[config.mk]
export PLATFORM = sky130hd
export DESIGN_NAME = alu_issue_flat
export DESIGN_NICKNAME = d
export VERILOG_FILES = /design/src/rtl/kiscv_pkg.sv /design/src/rtl/alu_issue_if.sv /design/src/rtl/alu_decode.sv /design/src/rtl/alu_issue.sv /design/src/flat_wrapper.sv
export SDC_FILE = /design/constraint.sdc
export NUM_CORES = 1
export LEC_CHECK = 0
export ABC_AREA = 1
export ABC_CLOCK_PERIOD_IN_PS = 1400
export CAP_MARGIN = 10
export CORE_ASPECT_RATIO = 0.6
export CORE_MARGIN = 1.5
export CORE_UTILIZATION = 44
export CTS_CLUSTER_DIAMETER = 150
export DETAILED_ROUTE_END_ITERATION = 8
export PLACE_DENSITY = 0.83
export SLEW_MARGIN = 10
export SYNTH_ARGS = -nofsm -noshare
export SYNTH_HDL_FRONTEND = slang
export SYNTH_SLANG_ARGS = --single-unit
[constraint.sdc]
create_clock -name clk -period 1.4 [get_ports clk]
set_input_delay 0.14 -clock clk [delete_from_list [all_inputs] [get_ports clk]]
set_output_delay 0.14 -clock clk [all_outputs]
set_load 0.01 [all_outputs]
[src/rtl/kiscv_pkg.sv]
// Shared definitions for the issue stage: RV32I opcodes, ALU modes, issue entry.
// Latency: n/a (types and constants only).
// Backpressure: n/a.
package kiscv_pkg;

  // RV32I major opcodes handled by the issue stage
  localparam logic [6:0] OPC_OP     = 7'b0110011;
  localparam logic [6:0] OPC_OPIMM  = 7'b0010011;
  localparam logic [6:0] OPC_BRANCH = 7'b1100011;
  localparam logic [6:0] OPC_LUI    = 7'b0110111;
  localparam logic [6:0] OPC_AUIPC  = 7'b0010111;

  // ALU modes: {funct7[5], funct3} for register ops
  localparam logic [3:0] ALU_ADD  = 4'b0000;
  localparam logic [3:0] ALU_SUB  = 4'b1000;
  localparam logic [3:0] ALU_SLL  = 4'b0001;
  localparam logic [3:0] ALU_SLT  = 4'b0010;
  localparam logic [3:0] ALU_SLTU = 4'b0011;
  localparam logic [3:0] ALU_XOR  = 4'b0100;
  localparam logic [3:0] ALU_SRL  = 4'b0101;
  localparam logic [3:0] ALU_SRA  = 4'b1101;
  localparam logic [3:0] ALU_OR   = 4'b0110;
  localparam logic [3:0] ALU_AND  = 4'b0111;

  // One decoded entry as it travels to the execute stage
  typedef struct packed {
    logic [3:0]  m;
    logic [31:0] a;
    logic [31:0] b;
    logic [4:0]  rd;
    logic        wb;
    logic        branch;
    logic        illegal;
  } issue_t;

  // Occupancy of the two-entry output buffer
  typedef enum logic [1:0] {
    BUF_EMPTY = 2'd0,
    BUF_ONE   = 2'd1,
    BUF_FULL  = 2'd2
  } buf_state_t;

endpackage

[src/rtl/alu_issue_if.sv]
// Handshake bundle between fetch, the issue stage and the execute stage.
// Latency: n/a (wires only).
// Backpressure: valid/ready on both the in_* and out_* sides.
// Modports: slave = issue stage view, master = driver/monitor view.
interface alu_issue_if;
  logic        in_valid;
  logic        in_ready;
  logic [31:0] in_instr;
  logic [31:0] in_pc;
  logic [31:0] in_rs1_data;
  logic [31:0] in_rs2_data;
  logic        out_valid;
  logic        out_ready;
  logic [3:0]  out_m;
  logic [31:0] out_a;
  logic [31:0] out_b;
  logic [4:0]  out_rd;
  logic        out_wb;
  logic        out_branch;
  logic        out_illegal;

  modport slave (
    input  in_valid, in_instr, in_pc, in_rs1_data, in_rs2_data, out_ready,
    output in_ready, out_valid, out_m, out_a, out_b, out_rd, out_wb,
           out_branch, out_illegal
  );

  modport master (
    output in_valid, in_instr, in_pc, in_rs1_data, in_rs2_data, out_ready,
    input  in_ready, out_valid, out_m, out_a, out_b, out_rd, out_wb,
           out_branch, out_illegal
  );
endinterface

[src/rtl/alu_decode.sv]
// Decodes one RV32I instruction into ALU mode, operands and write-back info.
// Latency: purely combinational.
// Backpressure: none; caller decides when the result is captured.
// Ports: instr/pc/rs1_data/rs2_data in, iss (issue_t) out.
module alu_decode
  import kiscv_pkg::*;
(
  input  logic [31:0] instr,
  input  logic [31:0] pc,
  input  logic [31:0] rs1_data,
  input  logic [31:0] rs2_data,
  output issue_t      iss
);

  logic [6:0] opcode;
  logic [2:0] f3;
  logic [6:0] f7;
  logic [4:0] rd_idx;
  logic       legal;
  logic       is_shift;

  assign opcode   = instr[6:0];
  assign f3       = instr[14:12];
  assign f7       = instr[31:25];
  assign rd_idx   = instr[11:7];
  assign is_shift = (f3 == 3'b001) || (f3 == 3'b101);

  // rs1 index only matters to the register file, which has already been read
  logic unused_rs1_idx;
  assign unused_rs1_idx = ^instr[19:15];

  always_comb begin
    iss   = '0;
    legal = 1'b0;
    unique case (opcode)
      OPC_OP: begin
        legal  = (f7 == 7'b0000000) ||
                 ((f7 == 7'b0100000) && ((f3 == 3'b000) || (f3 == 3'b101)));
        iss.m  = {f7[5], f3};
        iss.a  = rs1_data;
        iss.b  = rs2_data;
        iss.rd = rd_idx;
      end
      OPC_OPIMM: begin
        iss.a  = rs1_data;
        iss.rd = rd_idx;
        if (is_shift) begin
          // only SRAI may carry funct7=0100000
          legal = (f7 == 7'b0000000) ||
                  ((f3 == 3'b101) && (f7 == 7'b0100000));
          iss.m = {instr[30], f3};
          iss.b = {27'b0, instr[24:20]};
        end else begin
          legal = 1'b1;
          iss.m = {1'b0, f3};
          iss.b = {{20{instr[31]}}, instr[31:20]};
        end
      end
      OPC_BRANCH: begin
        legal      = (f3 != 3'b010) && (f3 != 3'b011);
        iss.m      = {1'b0, f3};
        iss.a      = rs1_data;
        iss.b      = rs2_data;
        iss.branch = 1'b1;
      end
      OPC_LUI: begin
        legal  = 1'b1;
        iss.m  = ALU_ADD;
        iss.b  = {instr[31:12], 12'b0};
        iss.rd = rd_idx;
      end
      OPC_AUIPC: begin
        legal  = 1'b1;
        iss.m  = ALU_ADD;
        iss.a  = pc;
        iss.b  = {instr[31:12], 12'b0};
        iss.rd = rd_idx;
      end
      default: legal = 1'b0;
    endcase

    // branches never write back and carry rd=0 already
    iss.wb = legal && !iss.branch && (iss.rd != 5'd0);

    // illegal entries still flow in order, but carry no payload
    if (!legal) begin
      iss         = '0;
      iss.illegal = 1'b1;
    end
  end

endmodule

[src/rtl/alu_issue.sv]
// Decode-and-issue stage: decodes one instruction per cycle into a 2-entry skid buffer.
// Latency: entry accepted at edge N is on out_* during cycle N+1 (buffer empty or draining).
// Backpressure: valid/ready both sides; in_ready is registered (=skid empty), full rate under stall.
// Ports: clk, rst_n (async active-low), io (alu_issue_if.slave: in_* from fetch, out_* to execute).
module alu_issue
  import kiscv_pkg::*;
(
  input  logic         clk,
  input  logic         rst_n,
  alu_issue_if.slave   io
);

  issue_t     dec;
  issue_t     main_q;
  issue_t     skid_q;
  buf_state_t state_q;
  buf_state_t state_d;
  logic       in_ready_q;
  logic       push;
  logic       pop;
  logic       load_main;
  logic       load_skid;
  logic       move_skid;

  alu_decode u_decode (
    .instr    (io.in_instr),
    .pc       (io.in_pc),
    .rs1_data (io.in_rs1_data),
    .rs2_data (io.in_rs2_data),
    .iss      (dec)
  );

  assign push = io.in_valid & in_ready_q;
  assign pop  = (state_q != BUF_EMPTY) & io.out_ready;

  always_comb begin
    state_d   = state_q;
    load_main = 1'b0;
    load_skid = 1'b0;
    move_skid = 1'b0;
    unique case (state_q)
      BUF_EMPTY: begin
        if (push) begin
          load_main = 1'b1;
          state_d   = BUF_ONE;
        end
      end
      BUF_ONE: begin
        if (push && pop) begin
          load_main = 1'b1;
        end else if (push) begin
          load_skid = 1'b1;
          state_d   = BUF_FULL;
        end else if (pop) begin
          state_d   = BUF_EMPTY;
        end
      end
      BUF_FULL: begin
        // push cannot happen here: in_ready_q is low whenever FULL
        if (pop) begin
          move_skid = 1'b1;
          state_d   = BUF_ONE;
        end
      end
      default: state_d = BUF_EMPTY;
    endcase
  end

  // in_ready tracks the next state so it needs no path from out_ready this cycle
  always_ff @(posedge clk or negedge rst_n) begin
    if (!rst_n) begin
      state_q    <= BUF_EMPTY;
      in_ready_q <= 1'b1;
    end else begin
      state_q    <= state_d;
      in_ready_q <= (state_d != BUF_FULL);
    end
  end

  always_ff @(posedge clk or negedge rst_n) begin
    if (!rst_n) begin
      main_q <= '0;
      skid_q <= '0;
    end else begin
      if (load_main) begin
        main_q <= dec;
      end else if (move_skid) begin
        main_q <= skid_q;
      end
      if (load_skid) begin
        skid_q <= dec;
      end
    end
  end

  assign io.in_ready    = in_ready_q;
  assign io.out_valid   = (state_q != BUF_EMPTY);
  assign io.out_m       = main_q.m;
  assign io.out_a       = main_q.a;
  assign io.out_b       = main_q.b;
  assign io.out_rd      = main_q.rd;
  assign io.out_wb      = main_q.wb;
  assign io.out_branch  = main_q.branch;
  assign io.out_illegal = main_q.illegal;

endmodule

[src/flat_wrapper.sv]
// flat-port wrapper written by rule: the top's interface ports become plain ports
module alu_issue_flat import kiscv_pkg::*;
  (clk, rst_n, io_in_valid, io_in_instr, io_in_pc, io_in_rs1_data, io_in_rs2_data, io_out_ready, io_in_ready, io_out_valid, io_out_m, io_out_a, io_out_b, io_out_rd, io_out_wb, io_out_branch, io_out_illegal);
  alu_issue_if io_i ();
  input  logic clk;
  input  logic rst_n;
  input wire logic [$bits(io_i.in_valid)-1:0] io_in_valid;
  input wire logic [$bits(io_i.in_instr)-1:0] io_in_instr;
  input wire logic [$bits(io_i.in_pc)-1:0] io_in_pc;
  input wire logic [$bits(io_i.in_rs1_data)-1:0] io_in_rs1_data;
  input wire logic [$bits(io_i.in_rs2_data)-1:0] io_in_rs2_data;
  input wire logic [$bits(io_i.out_ready)-1:0] io_out_ready;
  output wire logic [$bits(io_i.in_ready)-1:0] io_in_ready;
  output wire logic [$bits(io_i.out_valid)-1:0] io_out_valid;
  output wire logic [$bits(io_i.out_m)-1:0] io_out_m;
  output wire logic [$bits(io_i.out_a)-1:0] io_out_a;
  output wire logic [$bits(io_i.out_b)-1:0] io_out_b;
  output wire logic [$bits(io_i.out_rd)-1:0] io_out_rd;
  output wire logic [$bits(io_i.out_wb)-1:0] io_out_wb;
  output wire logic [$bits(io_i.out_branch)-1:0] io_out_branch;
  output wire logic [$bits(io_i.out_illegal)-1:0] io_out_illegal;
  assign io_i.in_valid = io_in_valid;
  assign io_i.in_instr = io_in_instr;
  assign io_i.in_pc = io_in_pc;
  assign io_i.in_rs1_data = io_in_rs1_data;
  assign io_i.in_rs2_data = io_in_rs2_data;
  assign io_i.out_ready = io_out_ready;
  assign io_in_ready = io_i.in_ready;
  assign io_out_valid = io_i.out_valid;
  assign io_out_m = io_i.out_m;
  assign io_out_a = io_i.out_a;
  assign io_out_b = io_i.out_b;
  assign io_out_rd = io_i.out_rd;
  assign io_out_wb = io_i.out_wb;
  assign io_out_branch = io_i.out_branch;
  assign io_out_illegal = io_i.out_illegal;
  alu_issue u_core (.clk(clk), .rst_n(rst_n), .io(io_i));
endmodule
# Yosys cells after proc, flatten, opt, wreduce, memory -nomap -nowiden
# Cells that the tools add are included.
# totals
word_cells	77
register_bits	155
inputBits	132
output_inout_bits	78
# op_classes
n_eq_ne	13
reduce_logical	21
n_mux	25
bitwise	2
# op_table
cell	n
76-bit 2-to-1 mux	3
32-bit case mux with 3 select lines	1
32-bit case mux with 2 select lines	1
32-bit 2-to-1 mux	1
7-bit by 6-bit equality test with 1-bit output, second input constant	3
7-bit by 5-bit equality test with 1-bit output, second input constant	2
4-bit case mux with 3 select lines	1
2-bit 2-to-1 mux	5
1-bit 2-to-1 mux	8
7-bit equality test, second input constant	1
7-bit zero test	1
1-bit logical AND	6
3-bit by 2-bit != test with 1-bit output, second input constant	2
2-bit case mux with 3 select lines	1
5-bit 2-to-1 mux	1
5-bit nonzero test	1
1-bit logical OR	4
4-bit 2-to-1 mux	1
1-bit case mux with 4 select lines	1
2-bit nonzero test	2
2-bit OR reduction	2
4-bit OR reduction	1
3-bit by 1-bit equality test with 1-bit output, second input constant	1
3-bit equality test, second input constant	1
9 further kinds	10

# Logic depth before layout (Yosys ltp)
# Gate-level depths: netlist (run 1).
# depth
ltp_word	9
mapped_depth	11
ltp_nobuf	11

# Cells and area by module
# Synthesis (run 1) repeated with hierarchy kept, for this count alone.
# hier_totals
cells_unflattened	1328
area_unflattened_um2	9499.1
# modules_own_cells
mod	cells_each	instances	area_each_um2
alu_issue	942	1	7460.9
alu_decode	386	1	2038.2

# Least setup slack after synthesis (run 1)
# No wires, ideal clock.
# synth_timing
path_kind	register to register
from	register u_core.in_ready_q (netlist: u_core.io.in_ready)
to	register u_core.skid_q[72] (netlist bit)
required_ps	1265
stages_incl_launch_ff	8
n_path_buf	2
path_slack_ps	-244
synth_period_minus_slack_ps	1644
t_arrival_ps	1509
cell_sequence	dfstp_2 -> nand2_1 -> nor3_4 -> inv_2 -> clkbuf_1 -> buf_2 -> nand2_1 -> o21ai_0
# synth_via
elab_chain_cells	4
elab_cells_between_ends	5
classes_between	mux: 3; bitwise: 1; reduce/logical: 1
# synth_lines
element	line	text
start: declaration	alu_issue.sv:18	logic in_ready_q;
start signal: assignment	alu_issue.sv:76	in_ready_q <= (state_d != BUF_FULL);
1-bit AND (*)	alu_issue.sv:33	assign push = io.in_valid & in_ready_q;
1-bit 2-to-1 mux / 1-bit logical AND (equally long branches)	alu_issue.sv:51, alu_issue.sv:49	
1-bit 2-to-1 mux (*)	alu_issue.sv:49	if (push && pop) begin
1-bit 2-to-1 mux (*)	alu_issue.sv:41	unique case (state_q)
end signal: assignment	alu_issue.sv:83	skid_q <= '0;
end signal: assignment	alu_issue.sv:91	skid_q <= dec;
end: declaration	alu_issue.sv:15	issue_t skid_q;
# Every way passes the cells marked *; elsewhere a longest branch is shown, timed or not.
# A chain may end at the register's enable or synchronous reset.

# Worst setup path in the final report (run 1)
# layout_timing
from	register u_core.in_ready_q (netlist: u_core.io.in_ready)
to	register u_core.skid_q[48] (netlist bit)
# The elaborated chain is that of the path after synthesis.

==> flow_summary.rst, run 1 <==
.. list-table::
   :header-rows: 1

   * - Metric
     - Value
   * - Final-report setup violation count
     - 156
   * - Number of storage elements in the synthesis netlist
     - around 160
   * - Register-to-register path setup slack
     - -0.22 ns
   * - Layout net count
     - approximately 1.5k
   * - Area used by multi-input combinational logic
     - between 0.004 and 0.005 sq mm
   * - Most frequent cell after synthesis
     - nand2_1
   * - Summed instance area of the synthesized netlist
     - 0.007904 sq mm
   * - Drc violations
     - 0
   * - Required time at the worst-slack endpoint
     - 1.75 ns
   * - Setup Slack @ Placement
     - -0.5697 ns
   * - Max-cap violation count
     - 0
   * - Primary flip-flop cell chosen by synthesis mapping
     - dfrtp_1
   * - Number of endpoints with negative hold slack in the final report
     - 0
   * - Largest fanout on the critical path
     - 6
   * - Vias per std cell
     - roughly 5.7
   * - Wirelength per Cell
     - 20.61 um
   * - Failing checks
     - negative setup slack
   * - Total Die Area
     - ~0.019 sq mm
   * - Max frequency
     - roughly 0.62 GHz
   * - Floorplan core area
     - 0.01736 sq mm
   * - Library cell contributing the largest single delay on the critical path
     - dfstp_2
   * - Min-delay worst type
     - input port to asynchronous set/reset pin
   * - Setup repair after global routing missed its margin
     - true
   * - Critical path's largest stage delay
     - 0.57 ns
   * - Endpoint kind of the worst setup timing path
     - flop
   * - Final cell utilization of the core
     - 75.87%
   * - Leakage power
     - about 0.0065 uW
   * - Share of final-layout standard cells stronger than drive strength 1
     - between 20% and 30%
   * - Actual slew at the worst max-slew pin
     - 0.4371 ns
   * - Row count
     - 37
   * - Number of DRC markers in iteration 0
     - roughly 1.2k
   * - Post-Syn Area per Cell
     - just over 7 sq um
   * - Count of filler cells inserted in the layout
     - 1142
   * - Worst reg2reg path endpoint
     - u_core.skid_q[48]$_DFFE_PN0P_
   * - Worst VDD drop
     - approximately 950 uV
   * - Drt total wl
     - around 33000 um
   * - Count of port buffers added during placement
     - between 200 and 250
   * - Critical path, cell by cell
     - nand2_4 -> nor3_4 -> buf_4 -> buf_8 -> buf_8 -> nand3_2 -> o21ai_1
   * - Number of nets produced by synthesis
     - 1229
   * - Sink count of the clock tree
     - about 160
   * - Post-placement cell area
     - around 0.011 sq mm
   * - Ratio of final minimum period to clock period
     - 115.9%
   * - Sum of net half-perimeters after detailed placement
     - ~17000 um
   * - Antenna-violating nets left
     - 0
   * - First-pass GRT wire length
     - ~44000 um
   * - Overall fraction of global-route tracks in use
     - roughly 30%
   * - Post-Synthesis Cells
     - 1097
   * - Startpoint types
     - flop
   * - Critical Path AT
     - 1.97 ns
   * - CTS tree
     - yes
   * - Max-slew violations
     - 0
   * - Clock tree root driver cell
     - clkbuf_16
   * - Clock buffer count from CTS
     - 17
   * - Weighted congestion reported at the end of routability-driven placement
     - 0.8610
   * - Via count of the first global-routing pass
     - just over 8k
   * - Number of placed cells counting well taps
     - roughly 1.5k
   * - Area occupied by registers
     - between 0.003 and 0.004 sq mm
   * - Design area
     - approximately 0.013 sq mm
   * - Post-Layout Cell Count
     - 1621
   * - Number of placed I/O pins
     - between 200 and 250
   * - CTS clock-pin slew for the worst setup and hold paths
     - 0.07 ns
   * - Number of enable flip-flop cells after synthesis
     - 0
   * - Number of different library cells in the post-synthesis netlist
     - 27
   * - Number of warning messages in the yosys log
     - 0
   * - Async set-or-reset flop fraction in the synthesized netlist
     - between 90% and 100%
   * - Total overflow reported by the global router
     - 0
   * - Leading post-synthesis cells by cell area
     - dfrtp_1, nand2_1, o21ai_0
   * - Worst skew pair latency
     - approximately 0.43 ns
   * - Detailed-routing iteration count for the pre-antenna-repair pass
     - 7
   * - Number of H-tree levels
     - 4
   * - Worst reg2reg startpoint
     - u_core.io.in_ready$_DFF_PN1_
   * - Top cell types by occurrence after synthesis
     - nand2_1, dfrtp_1, o21ai_0
   * - Die X-Extent
     - around 180 um
   * - Most used cell, CP
     - buf_8
   * - Via count
     - 9273
   * - Cells on worst reg2reg path
     - 7
   * - Largest area contributor in the netlist
     - dfrtp_1
   * - Fraction of synthesized cell area taken by the top area cell type
     - ~49%
   * - Run status
     - complete, but fails checks
   * - Die outline height
     - 106.8 um
   * - Sequential-to-total area share from yosys stat
     - 49.09%
   * - Worst Clk Skew
     - roughly 0.0094 ns
   * - Worst Hold Slack
     - 0.1867 ns
   * - Clock tree buffer depth
     - 2
   * - Relative slew slack
     - 70.86%
   * - Final critical delay including setup and external delays
     - between 1.5 and 2 ns
   * - Post-layout worst setup margin
     - -0.2224 ns
   * - Pwr/cell area
     - 1218 mW/mm^2
   * - Critical setup path kind
     - flop to flop
   * - Effective utilization at floorplan
     - a little under half
   * - Layout-stage area growth over the synthesis result
     - 66.65%
   * - Maximum number of pins on one net before global-route repair
     - approximately 50
   * - Initial antenna violation count
     - 3
[layout by cell type, fill, tap and decap left out, drive strengths merged, types with 20 or more instances in the layout]
cell           netlist  final
nand2              531    531
dfrtp              154    154
o21ai              128    128
clkdlybuf4s50        0    113
buf                 39    103
nand3               94     94
dlygate4sd2          0     92
a21oi               46     46
inv                 42     45
clkbuf              33     35
nor2                20     20
[state kept, by name (all words and copies together) (netlist names)]
signal and count:
u_core.io.out_wb 1, u_core.io.out_rd 5, u_core.io.out_branch 1, u_core.skid_q 76
u_core.io.out_b 32, u_core.io.in_ready 1, u_core.io.out_illegal 1, u_core.io.out_m 4
u_core.io.out_a 32, u_core.state_q 2
[critical path: cells and delay by family, from the launching register on]
kind,cells,cell delay (ns)
buf+inv,3,0.45
simple gates,3,0.41
flops,1,0.57
compound gates,1,0.11
[layer usage]
layer / routed length (um) / GRT usage, %
met5: 12 / 0
met4: 1137 / 9.158
met3: 3846 / 7.553
met2: 15090 / 48.20
met1: 13320 / 42.29
[worst max path at each step]
stage | from | end | cells past startpoint
3_5_place_dp | io_in_instr[29] | u_core.skid_q[56]$_DFFE_PN0P_ | 11
3_3_place_gp | io_in_instr[0] | u_core.skid_q[7]$_DFFE_PN0P_ | 10
2_1_floorplan | u_core.io.in_ready$_DFF_PN1_ | u_core.skid_q[25]$_DFFE_PN0P_ | 7
4_1_cts | u_core.io.in_ready$_DFF_PN1_ | u_core.skid_q[12]$_DFFE_PN0P_ | 6
5_1_grt | u_core.io.in_ready$_DFF_PN1_ | u_core.skid_q[31]$_DFFE_PN0P_ | 6
6_report | u_core.io.in_ready$_DFF_PN1_ | u_core.skid_q[48]$_DFFE_PN0P_ | 7
[what timing repair did]
| item | 4_1_cts | 5_1_grt |
|---|---|---|
| pin swaps | 20 | 93 |
| setup buffers | 10 | 9 |
| gates cloned | 17 | 15 |
| gates resized for setup | 218 | 230 |
| hold buffers | 1 | 0 |
| hold endpoints to repair | 154 | 0 |
| setup endpoints to repair | 232 | 157 |
[area by class of cell]
cell class / count / area share, %
Clock inverter: 10 / 0.9119
Timing Repair Buffer: 329 / 29.32
Multi-Input combinational cell: 826 / 33.16
Antenna cell: 3 / 0.05700
Sequential cell: 155 / 29.47
Clock buffer: 20 / 3.315
Inverter: 44 / 1.548
Tap cell: 234 / 2.223
[report_power, final]
part / switching (uW) / total [uW] / leakage [uW] / internal, uW
Sequential: 303 / 5220 / 0.00211 / 4910
Clock: 1940 / 4560 / 0.000267 / 2620
Combinational: 3270 / 6270 / 0.00414 / 3000
[kinds of logic after synthesis]
group	Yosys count	synth area share [%]
DFF	155	49.09
and+or+nand+nor	650	32.96
buffers and inverters	116	6.585
AOI/OAI and AO/OA	176	11.37
[stage by stage]
step	setup TNS (ns)	power, uW
after floorplan	-8.330	6871
after global placement	-77.02	8808
after detailed placement	-78.09	8853
after CTS	-9.086	14070
after global routing	-26.40	16490
final	-20.10	16040
Note: power is estimated with default switching activity, not from simulation.
==> run 2: changes to the inputs <==
--- a/config.mk
+++ b/config.mk
@@ -6,14 +6,15 @@
 export NUM_CORES = 1
 export LEC_CHECK = 0
 export ABC_AREA = 1
-export ABC_CLOCK_PERIOD_IN_PS = 1400
+export ABC_CLOCK_PERIOD_IN_PS = 2000
 export CAP_MARGIN = 10
 export CORE_ASPECT_RATIO = 0.6
 export CORE_MARGIN = 1.5
-export CORE_UTILIZATION = 44
+export CORE_UTILIZATION = 35
+export CTS_BUF_LIST = sky130_fd_sc_hd__clkbuf_4
 export CTS_CLUSTER_DIAMETER = 150
 export DETAILED_ROUTE_END_ITERATION = 8
-export PLACE_DENSITY = 0.83
+export PLACE_DENSITY = 0.68
 export SLEW_MARGIN = 10
 export SYNTH_ARGS = -nofsm -noshare
 export SYNTH_HDL_FRONTEND = slang
==> constraint.sdc (replaced) <==
create_clock -name clk -period 2 [get_ports clk]
set_input_delay 0.2 -clock clk [delete_from_list [all_inputs] [get_ports clk]]
set_output_delay 0.2 -clock clk [all_outputs]
set_load 0.01 [all_outputs]
==> run 2 against run 1 <==
The run now ends clean; sequential share of layout area grew 6.2 points; wire length shrank 26%; first-iteration DRC count shrank 43%; cell area shrank 17%; clock skew grew 0.011 ns; global-route usage shrank 9.0 points; register-to-register slack gained 0.53 ns; non-clock buffer count shrank 75; combinational power shrank 62%; total power shrank 50%; final cell count is the same; sequential power shrank 31%; highest routed layer is now met4.
==> flow_summary.rst, run 2 (synthesis results as in run 1) <==
.. list-table::
   :header-rows: 1

   * - Metric
     - Value
   * - Number of placed I/O pins
     - 210 (unchanged)
   * - Count of filler cells inserted in the layout
     - 2147 (+88%)
   * - Worst skew pair latency
     - 0.56 ns (+0.13 ns)
   * - Total Die Area
     - 0.02352 sq mm (+25%)
   * - Area used by multi-input combinational logic
     - 0.003533 sq mm (-19%)
   * - Largest fanout on the critical path
     - 4 (-2)
   * - Setup TNS
     - 0 ns (+20.10 ns)
   * - Initial antenna violation count
     - 2 (-1)
   * - Sum of net half-perimeters after detailed placement
     - 17180 um (+0.26%)
   * - Leading cell types in the layout, fill and taps excluded
     - nand2_1, clkdlybuf4s50_1, dfrtp_1
   * - Via count of the first global-routing pass
     - 7412 (-10%)
   * - Antenna-violating nets left
     - 0 (unchanged)
   * - Weighted congestion reported at the end of routability-driven placement
     - 0.8208 (-4.7%)
   * - Setup repair after global routing missed its margin
     - false
   * - Max-cap violation count
     - 0 (unchanged)
   * - Total overflow reported by the global router
     - 0 (unchanged)
   * - Count of port buffers added during placement
     - 209 (unchanged)
   * - CTS clock-pin slew for the worst setup and hold paths
     - 0.15 ns (+0.08 ns)
   * - Drt total wl
     - 24680 um (-26%)
   * - Post-placement cell area
     - 0.01059 sq mm (-1.4%)
   * - Pwr/cell area
     - 732.1 mW/mm^2 (-40%)
   * - Clock tree buffer depth
     - 2 (unchanged)
   * - Run status
     - completed
   * - Floorplan core area
     - 0.02212 sq mm (+27%)
   * - Number of DRC markers in iteration 0
     - 686 (-43%)
   * - Critical Path AT
     - 1.68 ns (-0.29 ns)
   * - First-pass GRT wire length
     - 39840 um (-10%)
   * - Area occupied by registers
     - 0.003880 sq mm (about the same)
   * - Critical setup path kind
     - flop to output pin
   * - Endpoint kind of the worst setup timing path
     - output pin
   * - Clock tree root driver cell
     - clkbuf_4
   * - Worst VDD drop
     - 452.2 uV (-52%)
   * - Via count
     - 7785 (-16%)
   * - Final-report setup violation count
     - 0 (-100%)
   * - Layout net count
     - 1430 (-5.0%)
   * - Worst Clk Skew
     - 0.02066 ns (+0.01130 ns)
   * - Wirelength per Cell
     - 15.22 um (-26%)
   * - Row count
     - 42 (+14%)
   * - Ratio of final minimum period to clock period
     - 93.95%
   * - Drc violations
     - 0 (unchanged)
   * - Layout-stage area growth over the synthesis result
     - 37.71%
   * - CTS tree
     - yes
   * - Vias per std cell
     - 4.803 (-16%)
   * - Maximum number of pins on one net before global-route repair
     - 71 (+39%)
   * - Share of final-layout standard cells stronger than drive strength 1
     - 6.865% (-17 points)
   * - Startpoint types
     - flop
   * - Biggest register
     - u_core.skid_q
   * - Leakage power
     - 0.005117 uW (-22%)
   * - Design area
     - 0.01088 sq mm (-17%)
   * - Number of H-tree levels
     - 4 (unchanged)
   * - Die outline height
     - 119.4 um (+12%)
   * - Max-slew violations
     - 0 (unchanged)
   * - Max frequency
     - between 0.5 and 0.6 GHz
   * - Required time at the worst-slack endpoint
     - 1.80 ns (+0.05 ns)
   * - Total power draw
     - 7968 uW (-50%)
   * - Final critical delay including setup and external delays
     - between 1.5 and 2 ns
   * - Number of endpoints with negative hold slack in the final report
     - 0 (unchanged)
   * - Flip-flop count of the largest register after layout
     - 76 (unchanged)
   * - Most frequent standard cell in the layout excluding fill and tap cells
     - nand2_1
   * - Detailed-routing iteration count for the pre-antenna-repair pass
     - 7 (unchanged)
   * - Overall fraction of global-route tracks in use
     - 21.76% (-9.0 points)
   * - Actual slew at the worst max-slew pin
     - 0.5944 ns (+0.1573 ns)
   * - Relative slew slack
     - 60.37% (-10 points)
   * - Clock buffer count from CTS
     - 17 (unchanged)
   * - Die X-Extent
     - 197.0 um (+12%)
   * - Number of placed cells counting well taps
     - 1586 (+3.0%)
   * - Effective utilization at floorplan
     - 35.73% (-9.8 points)
   * - Post-Layout Cell Count
     - 1621 (unchanged)
   * - Sink count of the clock tree
     - 155 (unchanged)
   * - Min-delay worst type
     - input port to asynchronous set/reset pin
[run 2: final timing paths]
kind,from,endpoint,slack (ns),depth (start not counted)
min reg2reg,u_core.skid_q[55]$_DFFE_PN0P_,u_core.skid_q[55]$_DFFE_PN0P_,0.50,2
max reg2reg,u_core.io.in_ready$_DFF_PN1_,u_core.skid_q[57]$_DFFE_PN0P_,0.31,5
max,u_core.state_q[1]$_DFF_PN0_,io_out_valid,0.12,3
min in group clk,io_in_rs1_data[23],u_core.io.out_a[23]$_DFFE_PN0P_,0.30,5
max in group asynchronous,rst_n,u_core.io.out_b[26]$_DFFE_PN0P_,1.16,3
min,rst_n,u_core.io.out_a[6]$_DFFE_PN0P_,0.17,2
[run 2: power by group]
part           switching (uW)  internal (uW)  leakage [uW]
sequential                185           3430       0.00212
clock                    1180            759      0.000154
combinational            1320           1090       0.00285
[run 2: what timing repair did]
item	in CTS	in global routing
endpoints found under the setup margin	0	1
gates resized for setup	0	1
hold endpoints to repair	58	0
hold buffers	1	0
setup buffers	0	0
[run 2: area by class of cell]
cell class	count	area share, %
Clock inverter	14	1.322
Clock buffer	18	1.242
Inverter	44	1.540
Tap cell	308	3.541
Timing Repair Buffer	254	24.20
Sequential cell	155	35.65
Multi-Input combinational cell	826	32.46
Antenna cell	2	0.04598
[run 2: per-layer routing]
metal	wire, um	global-route usage (%)
met5	0	0
met4	138	3.769
met3	2311	6.854
met2	10470	32.75
met1	11750	30.96
[run 2: critical path, cell delays in order (launching register included)]
cell and delay [ns]:
dfrtp_1 0.43, inv_2 0.09, nand2_1 0.07, clkdlybuf4s50_1 0.54
[run 2: per-stage QoR]
stage                     hold WS, ns  setup WS, ns  util, %
after floorplan              -0.09559        0.3556        -
after global placement         0.2101      -0.01814    47.87
after detailed placement       0.2193      -0.03688    47.87
after CTS                      0.1401       0.02812    49.17
after global routing           0.1619       0.01498    49.17
final                          0.1721        0.1209    49.20
==> run 3: changes to the inputs <==
--- a/config.mk
+++ b/config.mk
@@ -19,3 +19,4 @@
 export SYNTH_ARGS = -nofsm -noshare
 export SYNTH_HDL_FRONTEND = slang
 export SYNTH_SLANG_ARGS = --single-unit
+export TNS_END_PERCENT = 100
==> results of run 3 <==
No change in the layout: final DEF, timing and power equal those of run 2.
